$ cat src/rtl/spi_slave_byte_if.sv
// SPI slave endpoint: oversamples the SPI pins in the clk_i domain and
// exchanges whole bytes with local logic through an rx pulse and a
// one-byte tx holding register.
module spi_slave_byte_if #(
  parameter bit         CPOL    = 1'b0,
  parameter bit         CPHA    = 1'b0,
  parameter logic [7:0] TX_IDLE = 8'hFF
) (
  input  logic       clk_i,
  input  logic       rst_i,
  input  logic       sck_i,
  input  logic       mosi_i,
  input  logic       ss_n_i,
  output logic       miso_o,
  output logic       miso_oe_o,
  input  logic [7:0] tx_data_i,
  input  logic       tx_valid_i,
  output logic       tx_ready_o,
  output logic [7:0] rx_data_o,
  output logic       rx_valid_o,
  output logic       tx_underrun_o,
  output logic       busy_o
);

  typedef enum logic [1:0] {IDLE, LOAD, SHIFT} state_t;

  state_t      state;
  state_t      state_next;
  logic [2:0]  sck_sync;
  logic [1:0]  mosi_sync;
  logic [2:0]  ss_sync;
  logic [7:0]  tx_shift;
  logic [7:0]  rx_shift;
  logic [2:0]  bit_cnt;
  logic [7:0]  hold;
  logic        hold_full;
  logic        pending_load;
  logic        skip_shift;

  logic sck_rise, sck_fall, lead_edge, trail_edge;
  logic sample_edge, shift_edge;
  logic ss_fall, ss_rise, mosi_now;
  logic accept, load_now;

  // Pin synchronisers; the extra stage on sck and ss_n provides edge detection.
  // Reset values match the idle pin levels so no false edge appears on release.
  always_ff @(posedge clk_i or negedge rst_i) begin
    if (!rst_i) begin
      sck_sync  <= {3{CPOL}};
      mosi_sync <= 2'b00;
      ss_sync   <= 3'b111;
    end else begin
      sck_sync  <= {sck_sync[1:0], sck_i};
      mosi_sync <= {mosi_sync[0], mosi_i};
      ss_sync   <= {ss_sync[1:0], ss_n_i};
    end
  end

  assign sck_rise    = sck_sync[1] & ~sck_sync[2];
  assign sck_fall    = ~sck_sync[1] & sck_sync[2];
  assign lead_edge   = CPOL ? sck_fall : sck_rise;
  assign trail_edge  = CPOL ? sck_rise : sck_fall;
  assign sample_edge = CPHA ? trail_edge : lead_edge;
  assign shift_edge  = CPHA ? lead_edge : trail_edge;
  assign ss_fall     = ~ss_sync[1] & ss_sync[2];
  assign ss_rise     = ss_sync[1] & ~ss_sync[2];
  assign mosi_now    = mosi_sync[1];

  assign accept   = tx_valid_i & ~hold_full;
  assign load_now = ~ss_rise & ((state == LOAD) |
                    ((state == SHIFT) & shift_edge & pending_load));

  // Frame state register.
  always_ff @(posedge clk_i or negedge rst_i) begin
    if (!rst_i) state <= IDLE;
    else        state <= state_next;
  end

  // Next-state logic; a rising ss_n ends the frame from any state.
  always_comb begin
    state_next = state;
    case (state)
      IDLE:    if (ss_fall) state_next = LOAD;
      LOAD:    state_next = SHIFT;
      SHIFT:   state_next = SHIFT;
      default: state_next = IDLE;
    endcase
    if (ss_rise) state_next = IDLE;
  end

  // Byte datapath: holding register, tx/rx shifters, bit counter and pulses.
  always_ff @(posedge clk_i or negedge rst_i) begin
    if (!rst_i) begin
      tx_shift      <= 8'h00;
      rx_shift      <= 8'h00;
      bit_cnt       <= 3'd0;
      hold          <= 8'h00;
      hold_full     <= 1'b0;
      pending_load  <= 1'b0;
      skip_shift    <= 1'b0;
      rx_data_o     <= 8'h00;
      rx_valid_o    <= 1'b0;
      tx_underrun_o <= 1'b0;
    end else begin
      rx_valid_o    <= 1'b0;
      tx_underrun_o <= 1'b0;
      if (accept) begin
        hold      <= tx_data_i;
        hold_full <= 1'b1;
      end
      if (load_now) begin
        if (hold_full) begin
          tx_shift  <= hold;
          hold_full <= 1'b0;
        end else begin
          tx_shift      <= TX_IDLE;
          tx_underrun_o <= 1'b1;
        end
        bit_cnt      <= 3'd0;
        pending_load <= 1'b0;
        skip_shift   <= (state == LOAD) & CPHA;
      end else if ((state == SHIFT) && !ss_rise) begin
        if (sample_edge) begin
          rx_shift <= {rx_shift[6:0], mosi_now};
          bit_cnt  <= bit_cnt + 3'd1;
          if (bit_cnt == 3'd7) begin
            rx_data_o    <= {rx_shift[6:0], mosi_now};
            rx_valid_o   <= 1'b1;
            pending_load <= 1'b1;
          end
        end
        if (shift_edge) begin
          if (skip_shift) skip_shift <= 1'b0;
          else            tx_shift   <= {tx_shift[6:0], 1'b0};
        end
      end
      if (ss_rise) begin
        tx_shift     <= 8'h00;
        rx_shift     <= 8'h00;
        bit_cnt      <= 3'd0;
        pending_load <= 1'b0;
        skip_shift   <= 1'b0;
      end
    end
  end

  assign miso_o     = tx_shift[7];
  assign miso_oe_o  = (state != IDLE) & ~ss_sync[1];
  assign tx_ready_o = ~hold_full;
  assign busy_o     = (state == SHIFT);

endmodule

$ cat config.mk
export PLATFORM = sky130hd
export DESIGN_NAME = spi_slave_byte_if
export DESIGN_NICKNAME = d
export VERILOG_FILES = /design/src/rtl/spi_slave_byte_if.sv
export SDC_FILE = /design/constraint.sdc
export NUM_CORES = 1
export LEC_CHECK = 0
export BUFFER_PORTS_ARGS = -buffer_cell sky130_fd_sc_hd__buf_2
export CORE_MARGIN = 10
export CORE_UTILIZATION = 40
export CTS_BUF_LIST = sky130_fd_sc_hd__clkbuf_2
export CTS_CLUSTER_SIZE = 14
export DETAILED_ROUTE_END_ITERATION = 7
export HOLD_SLACK_MARGIN = 0.12
export PLACE_DENSITY = 0.63
export RECOVER_POWER = 25
export SLEW_MARGIN = 20
export SYNTH_ARGS = -nofsm -noshare
export SYNTH_HDL_FRONTEND = slang
export SYNTH_SLANG_ARGS = --single-unit
$ cat constraint.sdc
create_clock -name clk_i -period 1.91 [get_ports clk_i]
set_input_delay 0.191 -clock clk_i [delete_from_list [all_inputs] [get_ports clk_i]]
set_output_delay 0.191 -clock clk_i [all_outputs]
set_load 0.02 [all_outputs]
# After elaboration in Yosys (flattened, before gate mapping)
# Cells that the tools add are included.
word_totals:
  regBits: 49
  word_cells: 90
op_classes:
  addsub: 1
  eq_ne: 6
  mux: 35
  bitwise_logic: 17
  n_reduce_logical: 17
ops:
  columns: ["op", "n"]
  rows:
  - ["8-bit 2-to-1 mux", 6]
  - ["7-bit 2-to-1 mux", 4]
  - ["1-bit 2-to-1 mux", 18]
  - ["3-bit 2-to-1 mux", 4]
  - ["3-bit nonzero test", 4]
  - ["1-bit AND", 9]
  - ["3-bit AND reduction", 3]
  - ["1-bit NOT", 7]
  - ["2-bit nonzero test", 3]
  - ["2-bit 2-to-1 mux", 2]
  - ["2-bit case mux with 2 select lines", 1]
  - ["2-bit AND reduction", 2]
  - ["4-bit AND reduction", 1]
  - ["3-bit by 1-bit adder with 3-bit output (second input constant)", 1]
  - ["3-bit equality test (second input constant)", 1]
  - ["3-bit by 1-bit != test with 1-bit output (second input constant)", 1]
  - ["3-bit != test (second input constant)", 1]
  - ["2-bit by 1-bit equality test with 1-bit output (second input constant)", 1]
  - ["2-bit equality test (second input constant)", 1]
  - ["2-bit zero test", 1]
  - ["2-bit != test (second input constant)", 1]
  - ["2-bit OR reduction", 1]
  - ["1-bit logical AND", 1]
  - ["1-bit zero test", 1]
  - ["1-bit OR", 1]

# Depth between registers and ports, before layout
logic_depth:
  depth_word: 8
  mapped_depth: 6
  mapped_depth_nobuf: 6

# Least setup slack after synthesis
# Ideal clock, no wire load.
synth_timing:
  path_type: "register to register"
  startpoint: "register state[0]"
  endpoint: "register rx_data_o[7]"
  setup_time_ns: 0.125
  t_arrival_ns: 1.610
  required_time_ns: 1.785
  setup_slack_ns: 0.175
  path_stages_with_launch: 7
  n_path_buf: 0
  synth_period_minus_slack_ns: 1.735
  path_cell_list: "dfrtp_1 > inv_1 > ha_1 > and3b_2 > nand3_4 > inv_4 > mux2_4"
synth_via:
  elab_chain_cells: 7
synth_rtl:
  columns: ["element", "line_no", "source"]
  rows:
  - ["start: declaration", "27", "state_t state;"]
  - ["start signal: assignment", "76", "else state <= state_next;"]
  - ["2-bit equality test (*)", null, null]
  - ["named net busy_o", "22", "output logic busy_o"]
  - ["1-bit AND (2 in a row)", "71", "((state == SHIFT) & shift_edge & pending_load));"]
  - ["1-bit OR", "70", "assign load_now = ~ss_rise & ((state == LOAD) |"]
  - ["1-bit AND", "70", null]
  - ["1-bit NOT (no source line)", null, null]
  - ["4-bit AND reduction (no source line) (*)", null, null]
  - ["end signal: assignment", "127", "rx_data_o <= {rx_shift[6:0], mosi_now};"]
  - ["end: declaration", "19", "output logic [7:0] rx_data_o,"]
# The timed path passes the listed nets; every way through them passes the cells marked *.
# A chain may end at the register's enable or synchronous reset.

# Final worst setup path
layout_timing:
  startpoint: "register state[0]"
  endpoint: "register rx_data_o[7]"
layout_via:
  elab_chain_cells: 7
layout_rtl:
  columns: ["element", "line_no"]
  rows:
  - ["2-bit equality test", "71, 122"]
  - ["1-bit AND (2 in a row)", "71"]
  - ["1-bit OR", "70"]
  - ["1-bit AND", "70"]
  - ["1-bit NOT (no source line)", null]
  - ["4-bit AND reduction (no source line) (*)", null]
# Mark *: on every way between the ends. The rest lies on a longest branch, timed or not.

==> summary.txt <==
Clock tree
  • Htree depth: 2
  • Setup bufs post-CTS: 0
  • CTS root buf: clkbuf_2
  • Clock Sinks: 48
  • TritonCTS clock tree: yes
  • CTS Buf Count: 5
  • Clock latency at the later pin of the worst-skew pair: 0.43 ns
  • CTS clk-pin slew, worst paths: 0.23 ns
  • Longest Clk Path Bufs: 2

Min path
  • Hold WC Path Type: primary input to flip-flop
  • Min-Delay Path Depth: 4

Route
  • Vias: 1,323
  • Initial DRC count: 40
  • Residual DRC: 0
  • First-pass detailed-route iteration total: 4
  • Avg Vias per Cell: 5.13
  • WL/cell: 14.9 um
  • Routed Antenna Nets: 0
  • Routed wire length: 3850 um

Cells and area
  • Multi-input gate area: 739 sq um
  • Fill cell total of the finished layout: 414
  • Layout Nets: 210
  • Design area: 0.00243 sq mm
  • Layout cells sized above 1: 0.340
  • Fin util: 0.507
  • Syn-to-layout area delta: 20.7%
  • Antenna Cells: 0
  • Storage cell area: 0.00120 sq mm

Power and ir drop
  • PwrDens: 1110 mW/mm^2
  • Reg power frac: 0.511
  • P_sw: 0.856 mW
  • Worst VDD drop: 0.642 mV
  • Leak: 1.20 nW
  • Net Sw Frac: 0.319
  • Internal power: 1.83 mW
  • Clock power share: 0.203
  • Combinational Power Share: 0.286

STA
  • Worst slew pin tran: 1.17 ns
  • Max Clock Skew: 0.0166 ns
  • Fin Hold WS: 0.248 ns
  • Slew Limit Fails: 0
  • Final clock period utilization by the worst path: 0.934
  • Final setup vio count: 0
  • Slew margin rel.: 0.222
  • Setup TNS Final: 0 ns
  • Fmax: 561 MHz
  • Final Worst Setup Slack: 0.127 ns
  • RSZ-0062 raised after global routing: false
  • Min Tclk post-route: 1.78 ns
  • Count of final hold-check violations: 0

Die
  • DIE HEIGHT: 90.9 um
  • Core box area: 0.00479 sq mm
  • Io pins: 28
  • Die X: 90.9 um
  • Die Area: 0.00826 sq mm
  • Initial core utilization: 0.420
  • Row cnt: 25

Yosys
  • Post-synth top area share: 0.560
  • Top cells by area, synth: dfrtp_1 (56%), mux2_4 (6.0%), dfstp_2 (3.9%), ha_1 (3.7%), a22o_1 (3.5%)
  • Synthesized area: 0.00201 sq mm
  • Yosys reg bits: 48
  • Net Count, Synth: 163
  • Syn_area_per_cell: 14.1 sq um
  • Synthesized instance count: 143
  • Biggest area consumer among synthesized cells: dfrtp_1
  • Sequential-to-total area share from yosys stat: 0.599
  • Yosys Warn Count: 0
  • Post-synth cell types: 37

Place
  • Final Wtd Congestion: 0.831
  • Setup Slack @ Placement: 0.150 ns
  • PortBufs: 27
  • Placement-stage cell area: 0.00224 sq mm
  • Final HPWL DP: 2790 um

Critical path
  • Crit start category: flip-flop
  • CP Capture Type: flip-flop
  • Setup CP Type: flip-flop to flip-flop
  • Worst Path Max Fanout: 9
  • Worst r2r path cells: 6
  • CP required: 2.25 ns
  • CP arrival: 2.12 ns

Global route
  • First-pass GRT wire length: 6710 um
  • Grt total ovfl: 0
  • Largest net degree at the start of global routing: 49
  • Initial antenna violation count: 0
  • Vias in the first global route: 1,444
  • GRT Overall Usage: 0.0996

Run status
  • Outcome: finished, final reports clean

Flow run
  • Max-cap violations: 0
==> synth_stat cells <==
cell type,number
and3b_1,1
dfrtp_1,45
and2_4,1
ha_1,6
buf_6,1
buf_2,3
nor2_1,3
mux2_2,5
a22o_1,8
nand4b_2,1
and4b_1,1
nor2_2,1
clkbuf_1,1
a21oi_2,1
o22ai_1,1
inv_4,1
nand2_1,3
mux2_4,8
o221ai_1,7
and2b_1,1
a21o_1,1
and3b_2,1
o211ai_1,7
nor3_1,1
o21ai_0,2
mux2_1,3
o21ai_1,2
nand3b_1,1
nand3_4,1
a32o_1,2
nand3_1,3
inv_2,2
inv_1,6
nor2b_1,1
and2_1,1
dfstp_2,3
a2bb2oi_1,7
==> placed cells by master (no fill, tap or decap), drive strengths merged <==
cell type    synthesis  final
a21o                 1      1
a21oi                1      1
a22o                 8      8
a2bb2oi              7      7
a32o                 2      2
and2                 2      2
and2b                1      1
and3b                2      2
and4b                1      1
buf                  4     32
bufinv               0      1
clkbuf               1      7
clkinv               0      1
dfrtp               45     45
dfstp                3      3
dlygate4sd3          0     12
ha                   6      6
inv                  9      9
mux2                16     16
nand2                3      3
nand3                4      4
nand3b               1      1
nand4b               1      1
nor2                 4      4
nor2b                1      1
nor3                 1      1
o211ai               7      7
o21ai                4      4
o221ai               7      7
o22ai                1      1
==> worst max-delay path, stage by stage (launching register included) <==
cell	delay, ns
dfrtp_1	0.45
inv_1	0.10
ha_1	0.27
and3b_2	0.28
nand3_4	0.20
inv_4	0.10
mux2_4	0.29
==> path summary, 6_finish.rpt <==
check                                      from                       end  slack (ns)
max                        state[0]$_DFFE_PN0P_  rx_data_o[7]$_DFFE_PN0P_        0.13
min                                  tx_valid_i       hold_full$_DFF_PN0_        0.25
max reg2reg                state[0]$_DFFE_PN0P_  rx_data_o[7]$_DFFE_PN0P_        0.13
min reg2reg                ss_sync[0]$_DFF_PN1_      ss_sync[1]$_DFF_PN1_        0.38
max in group asynchronous                 rst_i    bit_cnt[1]$_DFFE_PN0P_        0.65
min in group asynchronous                 rst_i  pending_load$_DFFE_PN0P_        0.57
==> through the flow <==
stage | std cells | total power [mW]
global route | 258 | 2.87
global placement | 238 | 2.10
finish | 258 | 2.68
CTS | 258 | 2.71
detailed placement | 238 | 2.15
floorplan | 143 | 1.91
==> power by group through the flow <==
stage	logic (mW)	registers [mW]	clock network [mW]
4_1_cts	0.778	1.37	0.561
5_1_grt	0.852	1.40	0.618
6_report	0.768	1.37	0.544
3_3_place_gp	0.721	1.38	0
2_1_floorplan	0.544	1.37	0
3_5_place_dp	0.759	1.39	0
==> repair_timing <==
item,in CTS,in global routing
gates resized for setup,0,0
hold buffers,12,0
endpoints found under the hold margin,56,0
==> layer usage <==
metal	wire (um)	GRT usage	up-vias
met5	0	0	-
met4	114	0.0522	0
met3	193	0.0474	9
met2	1860	0.158	30
met1	1680	0.109	660
li1	-	-	624
==> kinds of logic (layout without fill, tap and decap cells) <==
family / Yosys count / in the layout / share of synthesized area
adder cells (fa/ha/maj): 6 / 6 / 0.0373
buffers and inverters: 14 / 62 / 0.0330
AND/OR/NAND/NOR: 21 / 21 / 0.0728
AO/OA/AOI/OAI: 38 / 38 / 0.153
multiplexers: 16 / 16 / 0.105
flip-flops: 48 / 48 / 0.599
==> state kept, by name, summed over array words and instances (netlist names) <==
register / flops
rx_valid_o: 1
tx_underrun_o: 1
ss_sync: 3
hold_full: 1
hold: 8
state: 2
mosi_sync: 2
pending_load: 1
sck_sync: 3
bit_cnt: 3
rx_shift: 7
tx_shift: 8
rx_data_o: 8
==> final cells by class <==
| cell class | instances | share of cell area |
|---|---|---|
| sequential | 48 | 0.496 |
| multi-input combinational | 81 | 0.305 |
| timing repair buffer | 45 | 0.123 |
| tap | 67 | 0.0345 |
| inverter | 9 | 0.0149 |
| clock inverter | 2 | 0.0144 |
| clock buffer | 6 | 0.0124 |
(Power assumes the default switching activity.)
